===== src/rtl/fpau_pkg.sv =====
// Shared FPAU definitions: datapath widths, power-engine state encoding and
// a few FP32 constants.
package fpau_pkg;

    localparam int FP_W  = 32;
    localparam int SEL_W = 5;

    typedef enum logic [1:0] {
        S_IDLE = 2'd0,
        S_RUN  = 2'd1,
        S_DONE = 2'd2
    } state_e;

    localparam logic [31:0] ONE = 32'h3F800000;
    localparam logic [31:0] TWO = 32'h40000000;

endpackage


===== src/rtl/multiplier.sv =====
// Combinational FP32 multiplier: round-to-nearest-even, denormal inputs read as
// zero, underflow flushes to signed zero, overflow saturates to infinity.
module multiplier (
    output logic [31:0] out,
    input  logic [31:0] a,
    input  logic [31:0] b
);

    logic               s;
    logic [7:0]         ea, eb;
    logic [22:0]        fa, fb;
    logic               a_zero, b_zero, a_inf, b_inf, a_nan, b_nan;
    logic [47:0]        prod;
    logic [23:0]        mant;
    logic               guard, sticky, rnd;
    logic [24:0]        mant_r;
    logic signed [10:0] exp_s;

    always_comb begin
        s      = a[31] ^ b[31];
        ea     = a[30:23];
        eb     = b[30:23];
        fa     = a[22:0];
        fb     = b[22:0];
        a_zero = (ea == 8'h00);
        b_zero = (eb == 8'h00);
        a_inf  = (ea == 8'hFF) && (fa == 23'd0);
        b_inf  = (eb == 8'hFF) && (fb == 23'd0);
        a_nan  = (ea == 8'hFF) && (fa != 23'd0);
        b_nan  = (eb == 8'hFF) && (fb != 23'd0);

        prod  = {24'd0, 1'b1, fa} * {24'd0, 1'b1, fb};
        exp_s = $signed({3'b000, ea}) + $signed({3'b000, eb}) - 11'sd127;

        // Product of two [1,2) significands lies in [1,4): normalise by one bit at most.
        if (prod[47]) begin
            mant   = prod[47:24];
            guard  = prod[23];
            sticky = |prod[22:0];
            exp_s  = exp_s + 11'sd1;
        end else begin
            mant   = prod[46:23];
            guard  = prod[22];
            sticky = |prod[21:0];
        end

        rnd    = guard & (sticky | mant[0]);
        mant_r = {1'b0, mant} + {24'd0, rnd};
        if (mant_r[24]) begin
            mant  = mant_r[24:1];
            exp_s = exp_s + 11'sd1;
        end else begin
            mant = mant_r[23:0];
        end

        out = {s, exp_s[7:0], mant[22:0]};
        if (a_nan || b_nan || (a_inf && b_zero) || (b_inf && a_zero)) begin
            out = 32'h7FC00000;
        end else if (a_inf || b_inf) begin
            out = {s, 8'hFF, 23'd0};
        end else if (a_zero || b_zero) begin
            out = {s, 31'd0};
        end else if (exp_s >= 11'sd255) begin
            out = {s, 8'hFF, 23'd0};
        end else if (exp_s <= 11'sd0) begin
            out = {s, 31'd0};
        end
    end

endmodule


===== src/rtl/fp_pow_seq.sv =====
// Sequential FP32 integer-power engine: out = in^(sel+1) using one shared
// multiplier, accumulating acc = acc*in exactly sel times.
module fp_pow_seq #(
    parameter int FP_W  = fpau_pkg::FP_W,
    parameter int SEL_W = fpau_pkg::SEL_W
) (
    input  logic                 clk,
    input  logic                 rst_n,
    input  logic                 in_valid,
    output logic                 in_ready,
    input  logic [FP_W-1:0]      in,
    input  logic [SEL_W-1:0]     sel,
    input  logic                 flush,
    output logic                 out_valid,
    input  logic                 out_ready,
    output logic [FP_W-1:0]      out,
    output logic                 busy,
    output fpau_pkg::state_e     dbg_state_o
);

    import fpau_pkg::*;

    // Handshake: a transfer happens on a rising edge where valid and ready are
    // both high; valid never depends on ready, and a DONE result stays stable
    // until out_ready is seen.

    state_e           state_q, state_d;
    logic [FP_W-1:0]  acc_q, acc_d;
    logic [FP_W-1:0]  op_q, op_d;
    logic [SEL_W-1:0] cnt_q, cnt_d;
    logic [FP_W-1:0]  mul_out;

    multiplier u_mul (
        .out (mul_out),
        .a   (acc_q),
        .b   (op_q)
    );

    always_ff @(posedge clk or negedge rst_n) begin
        if (!rst_n) begin
            state_q <= S_IDLE;
            acc_q   <= '0;
            op_q    <= '0;
            cnt_q   <= '0;
        end else begin
            state_q <= state_d;
            acc_q   <= acc_d;
            op_q    <= op_d;
            cnt_q   <= cnt_d;
        end
    end

    always_comb begin
        state_d = state_q;
        acc_d   = acc_q;
        op_d    = op_q;
        cnt_d   = cnt_q;

        // flush only redirects the FSM; datapath registers keep their values.
        if (flush) begin
            state_d = S_IDLE;
        end else begin
            case (state_q)
                S_IDLE: begin
                    if (in_valid) begin
                        op_d    = in;
                        acc_d   = in;
                        cnt_d   = sel;
                        state_d = (sel == '0) ? S_DONE : S_RUN;
                    end
                end
                S_RUN: begin
                    acc_d = mul_out;
                    cnt_d = cnt_q - SEL_W'(1);
                    if (cnt_q == SEL_W'(1)) begin
                        state_d = S_DONE;
                    end
                end
                S_DONE: begin
                    if (out_ready) begin
                        state_d = S_IDLE;
                    end
                end
                default: state_d = S_IDLE;
            endcase
        end
    end

    assign in_ready    = (state_q == S_IDLE);
    assign out_valid   = (state_q == S_DONE);
    assign busy        = (state_q != S_IDLE);
    assign out         = acc_q;
    assign dbg_state_o = state_q;

endmodule


===== config.mk =====
export PLATFORM = sky130hd
export DESIGN_NAME = fp_pow_seq
export DESIGN_NICKNAME = d
export VERILOG_FILES = /design/src/rtl/fpau_pkg.sv /design/src/rtl/multiplier.sv /design/src/rtl/fp_pow_seq.sv
export SDC_FILE = /design/constraint.sdc
export NUM_CORES = 2
export LEC_CHECK = 0
export CAP_MARGIN = 20
export CORE_MARGIN = 2
export CORE_UTILIZATION = 55
export CTS_BUF_LIST = sky130_fd_sc_hd__clkbuf_2 sky130_fd_sc_hd__clkbuf_4 sky130_fd_sc_hd__clkbuf_8
export DETAILED_ROUTE_END_ITERATION = 8
export GPL_ROUTABILITY_DRIVEN = 0
export PLACE_DENSITY = 0.73
export SLEW_MARGIN = 10
export SYNTH_ARGS = -nofsm -noshare
export SYNTH_HDL_FRONTEND = slang
export SYNTH_SLANG_ARGS = --single-unit

===== constraint.sdc =====
create_clock -name clk -period 19.9 [get_ports clk]
set_input_delay 5.97 -clock clk [delete_from_list [all_inputs] [get_ports clk]]
set_output_delay 5.97 -clock clk [all_outputs]
set_load 0.005 [all_outputs]

# Word level (Yosys, flattened, before mapping)
# Index checks and enable logic that the tools add are counted.
totals:
  reg_bits: 71
  inputBits: 42
  out_inout_bits: 37
  wordCells: 73
op_classes:
  n_addsub: 6
  mul: 1
  n_lt_le_gt_ge: 2
  n_eq_ne: 9
  n_mux: 21
  bitwise_logic: 4
  reduce_logical: 26
op_table:
  columns: ["cell", "count"]
  rows:
  - ["2-to-1 mux 31 bit", 4]
  - ["2-to-1 mux 32 bit", 2]
  - ["case mux 32 bit (2 select lines)", 1]
  - ["multiplier 24 x 24 -> 48 bit", 1]
  - ["zero test 23 bit", 2]
  - ["nonzero test 23 bit", 2]
  - ["adder 24 x 1 -> 25 bit", 1]
  - ["2-to-1 mux 24 bit", 1]
  - ["2-to-1 mux 23 bit", 1]
  - ["OR reduction 23 bit", 1]
  - ["adder 11 x 2 -> 11 bit (second input constant)", 2]
  - ["2-to-1 mux 11 bit", 2]
  - ["OR reduction 22 bit", 1]
  - ["== test 8 bit (second input constant)", 2]
  - ["zero test 8 bit", 2]
  - ["greater-or-equal comparator 11 x 9 -> 1 bit (second input constant)", 1]
  - ["less-or-equal comparator 11 x 1 -> 1 bit (second input constant)", 1]
  - ["subtractor 11 x 8 -> 11 bit (second input constant)", 1]
  - ["2-to-1 mux 2 bit", 5]
  - ["case mux 5 bit (2 select lines)", 1]
  - ["adder 8 x 8 -> 9 bit", 1]
  - ["AND reduction 3 bit", 3]
  - ["logical AND 1 bit", 6]
  - ["!= test 3 x 2 -> 1 bit (second input constant)", 2]
  - ["other kinds (17)", 23]

# Logic depth before layout (Yosys ltp)
depth:
  ltp_word: 14
  depth_mapped: 41
  depth_no_buf: 34

# By module
# From an unflattened synthesis, not the netlist that was laid out.
unflattened:
  hier_cells: 2973
  hier_area_um2: 25699.6
by_module_without_submodules:
  columns: ["module", "n_inst", "cells_per_inst", "area_per_inst_um2", "seq_area_each_um2"]
  rows:
  - ["multiplier", 1, 2752, 22401.5, 0.0]
  - ["fp_pow_seq", 1, 221, 3298.2, 1776.7]

# Least setup slack after synthesis
# Ideal clock, no wire load.
synth_timing:
  kind: "register to register"
  from: "register op_q[4]"
  to: "register acc_q[5], in the netlist out[5]"
  setup_time_ps: 74
  arrival_time_ps: 9364
  required_time_ps: 19826
  setup_slack_ps: 10462
  path_stages_with_launch: 40
  path_buffers: 6
  period_less_slack_ps: 9438
  cell_sequence: "dfrtp_1 > clkbuf_1 > clkbuf_1 > nand2_1 > fa_1 > inv_1 > fa_1 > inv_1 > fa_1 > inv_1 > fa_1 > inv_1 > fa_1 > inv_1 > fa_1 > inv_1 > fa_1 > inv_1 > (+4 left out) > a221oi_2 > o22a_1 > a31oi_1 > nor2_2 > clkbuf_1 > clkbuf_1 > a21oi_1 > nor2_1 > ha_1 > and2_1 > nand4_1 > nor4_4 > nand3_2 > o21ba_2 > nor3_1 > o211ai_4 > buf_6 > o21ai_2"
synth_between:
  elab_chain_cells: 14
  word_cells_on_any_way: 30
  classes_between: "2 x add/sub; 1 x mul; 2 x order compare; 12 x mux; 2 x bitwise; 11 x reduce/logical"
synth_rtl:
  columns: ["element", "line_no", "source"]
  rows:
  - ["from (decl)", "fp_pow_seq.sv:29", "logic [FP_W-1:0] op_q, op_d;"]
  - ["from (signal assigned)", "fp_pow_seq.sv:48", "op_q <= op_d;"]
  - ["multiplier 24 x 24 -> 48 bit", "multiplier.sv:32", "prod = {24'd0, 1'b1, fa} * {24'd0, 1'b1, fb};"]
  - ["OR reduction 23 bit / OR reduction 22 bit (equally long branches)", "multiplier.sv:39, multiplier.sv:44", null]
  - ["2-to-1 mux 1 bit", "multiplier.sv:36", "if (prod[47]) begin"]
  - ["bitwise OR 1 bit", "multiplier.sv:47", "rnd = guard & (sticky | mant[0]);"]
  - ["bitwise AND 1 bit", "multiplier.sv:47", null]
  - ["adder 24 x 1 -> 25 bit", "multiplier.sv:48", "mant_r = {1'b0, mant} + {24'd0, rnd};"]
  - ["2-to-1 mux 11 bit", "multiplier.sv:49", "if (mant_r[24]) begin"]
  - ["less-or-equal comparator 11 x 1 -> 1 bit", "multiplier.sv:65", "end else if (exp_s <= 11'sd0) begin"]
  - ["2-to-1 mux 31 bit", "multiplier.sv:65", null]
  - ["2-to-1 mux 31 bit", "multiplier.sv:63", "end else if (exp_s >= 11'sd255) begin"]
  - ["2-to-1 mux 31 bit", "multiplier.sv:61", "end else if (a_zero || b_zero) begin"]
  - ["2-to-1 mux 31 bit", "multiplier.sv:59", "end else if (a_inf || b_inf) begin"]
  - ["2-to-1 mux 32 bit (*)", "multiplier.sv:57", "if (a_nan || b_nan || (a_inf && b_zero) || (b_inf && a_zero)) begin"]
  - ["case mux 32 bit (2 select lines) (*)", "fp_pow_seq.sv:63", "case (state_q)"]
  - ["to (signal assigned)", "fp_pow_seq.sv:42", "acc_q <= '0;"]
  - ["to (signal assigned)", "fp_pow_seq.sv:47", "acc_q <= acc_d;"]
  - ["to (decl)", "fp_pow_seq.sv:28", "logic [FP_W-1:0] acc_q, acc_d;"]
# Mark *: on every way between the ends. The rest lies on a longest branch, timed or not.
# A chain may end at the register's enable or synchronous reset.

# Worst setup path in the final report
layout_timing:
  from: "register op_q[12]"
  to: "register acc_q[3], in the netlist out[3]"
# Same word-level chain as after synthesis.

==> results by group <==
Finish
  – Nets@finish: roughly 3700
  – Filler cells: 3947
  – Layout cells sized above 1: under 10%
  – Seq. cell area: around 1800 um^2
  – Multi-input logic area: 20650 um^2
  – N_diodes: 0
  – Area Growth Syn to Fin: 5.730%
  – Final cell count without fillers: roughly 3500

Routing
  – Drt via density: 6.021
  – WL/cell: roughly 22 um
  – ANT nets after route: 0
  – Remaining DRCs: 0
  – DRT iter0 DRCs: slightly above 2000
  – Max Used Layer: met4
  – Wl on met1: 29810 um
  – Router iterations before antenna repair: 6
  – Final wirelength: approximately 78000 um
  – Met2 Routed Length: 36030 um
  – Via count: ~21000
  – Met3 wire len: 7357 um

Yosys
  – Most frequent cell after synthesis: inv_1
  – Yosys reg bits: between 70 and 80
  – Syn Inst Count: 2961
  – Cell Area, Synth: between 20000 and 30000 um^2
  – Post-synth top area cell: fa_1
  – Post-synth EDFFs: 0
  – Synth Flop Type: dfrtp_1
  – Commonest cells post-synth: inv_1 (603), fa_1 (483), nand2_1 (367)
  – Synth top area share: 38.17%
  – Yosys cell types: just over 90
  – Net count after synthesis: between 3000 and 4000
  – Top cells by area, synth: fa_1 (38%), ha_1 (9.2%), inv_1 (8.9%)
  – Post-synth ARST share: 100.0%
  – Yosys warning count: 0
  – Mean Syn Cell Area: 8.555 um^2
  – Sequential fraction of the synthesis area: 7.014%

Clock network
  – Clk_lat worst skew: 0.39 ns
  – Post-cts gate resize count: 0
  – Num CTS Buffers: 9
  – CTS tree: built
  – Clk root buf: clkbuf_8
  – Clock tree sinks: 71
  – Clk buf depth: 2
  – Post-CTS setup buffers: 0
  – Clock Pin Slew Worst Setup and Hold Paths: 0.08 ns
  – # H-tree levels: 3
  – Post-CTS Hold Fix Bufs: 0

Timing
  – Worst Skew: between 0.01 and 0.015 ns
  – Period utilization: 55.62%
  – Fmax: 90.35 MHz
  – RSZ-0062 raised after global routing: false
  – Worst hold slack: 0.5289 ns
  – Period minus WS final: 11.07 ns
  – Final Hold Vio Count: 0
  – Max-slew headroom: 23.09%
  – Slew @ Worst Pin: 1.154 ns
  – Max Transition Viols Final: 0
  – Setup TNS: 0 ns
  – Setup Viol. Count Final: 0

GRT
  – Antenna violations before repair: 0
  – GRT overflow: 0
  – Vias in the first global route: about 22000
  – Largest net degree at the start of global routing: roughly 70
  – First-pass GRT wire length: around 120000 um
  – Total GRT Usage: 33.60%

Critical path
  – Crit path kind: reg2reg
  – Family with the most delay on the worst path: adder cells
  – Slowest-stage cell, CP: dfrtp_1
  – Worst setup SP type: flop
  – Buf/Inv on CP: 5
  – Arrival @ worst endpoint: 11.35 ns
  – CP startpoint: op_q[12]
  – Reg2Reg Setup Slack: between 8 and 9 ns
  – CP Max Fanout: 27
  – Largest stage delay on the critical path: 1.01 ns
  – Worst EP required: approximately 20 ns
  – Setup crit end kind: flop
  – Critical path's most frequent cell: fa_1
  – Worst R2R Start: op_q[12]

Floorplanning
  – Die ar.: between 40000 and 50000 um^2
  – Die height: 218.6 um
  – Core Area: 45380 um^2
  – Starting Density: 55.82%
  – Rows: 78
  – I/O pin cnt: 79
  – Die X: around 220 um

Placed design
  – Placed insts: about 3500
  – Post-DP HPWL: 60510 um
  – Port Buffer Count: 78

Worst hold path
  – Worst hold start: op_q[9]
  – Hold WC Path Type: reg2reg

Flow run
  – MaxCap Viol Count: 0

Run status
  – Status: complete, no violations
## cell families after synthesis
family | count (synthesis) | share of synthesized area [%]
muxes | 44 | 1.867
AOI/OAI and AO/OA | 365 | 10.00
DFF | 71 | 7.014
and+or+nand+nor | 965 | 19.16
buffers and inverters | 761 | 11.50
adders and majority gates | 670 | 47.41
xor gates and xnor gates | 85 | 3.048
## flip-flops by register name (all words and copies together) (netlist names)
name,flops
op_q,32
out,32
dbg_state_o,2
cnt_q,5
## final cells by class
cell class | count | share of cell area [%]
Clock buffer | 9 | 0.4625
Clock inverter | 7 | 0.2896
Inverter | 606 | 8.493
Multi-Input combinational cell | 2129 | 77.10
Sequential cell | 71 | 6.634
Tap cell | 600 | 2.803
Timing Repair Buffer | 122 | 4.223
## placed cells by master (no fill, tap or decap), drive strengths merged, types with 8 or more instances in the layout
cell           instances
a211o                  8
a211oi                16
a21o                  14
a21oi                103
a22oi                 22
a31oi                 11
and2                 263
and3                  11
and4                  11
buf                   45
clkbuf                 9
clkdlybuf4s50         77
dfrtp                 71
fa                   483
ha                   187
inv                  606
mux2                  26
mux2i                 18
nand2                369
nand2b                 9
nand3                 38
nand4                 40
nor2                 121
nor2b                 11
nor3                  33
nor4                  21
o211ai                16
o21a                  17
o21ai                 74
o31ai                  8
or3                   10
xnor2                 57
xor2                  26
## metal layers
metal | up-vias | global-route usage (%)
li1 | 9185 | -
met1 | 10760 | 44.31
met2 | 1140 | 54.70
met3 | 254 | 4.871
met4 | 0 | 15.87
met5 | - | 0
## final timing paths
kind | cells after the start | endpoint
hold / removal | 1 | op_q[9]
min in group asynchronous | 1 | op_q[29]
max in group asynchronous | 1 | op_q[6]
setup / recovery | 30 | out[3]
setup reg to reg | 30 | out[3]
hold reg to reg | 1 | op_q[9]
## stage by stage
stage,area (um^2),utilization [%],setup WS (ns)
finish,26780,59.02,8.831
global route,26780,59.02,8.254
CTS,26740,58.92,8.964
detailed placement,26540,58.48,9.023
global placement,26540,58.48,9.225
floorplan,25330,-,10.46
## worst reg2reg max path, delay by kind of cell, from the launching register on
family,cells,cell delay (ns)
flip-flops,1,1.01
adder cells (fa/ha/maj),9,3.90
AO/OA/AOI/OAI,8,2.59
buffers and inverters,5,0.82
multiplexers,1,0.29
AND/OR/NAND/NOR,7,2.38
Power is not shown: default switching activity piles up to over one toggle a cycle in this logic, so the estimate is an artifact.
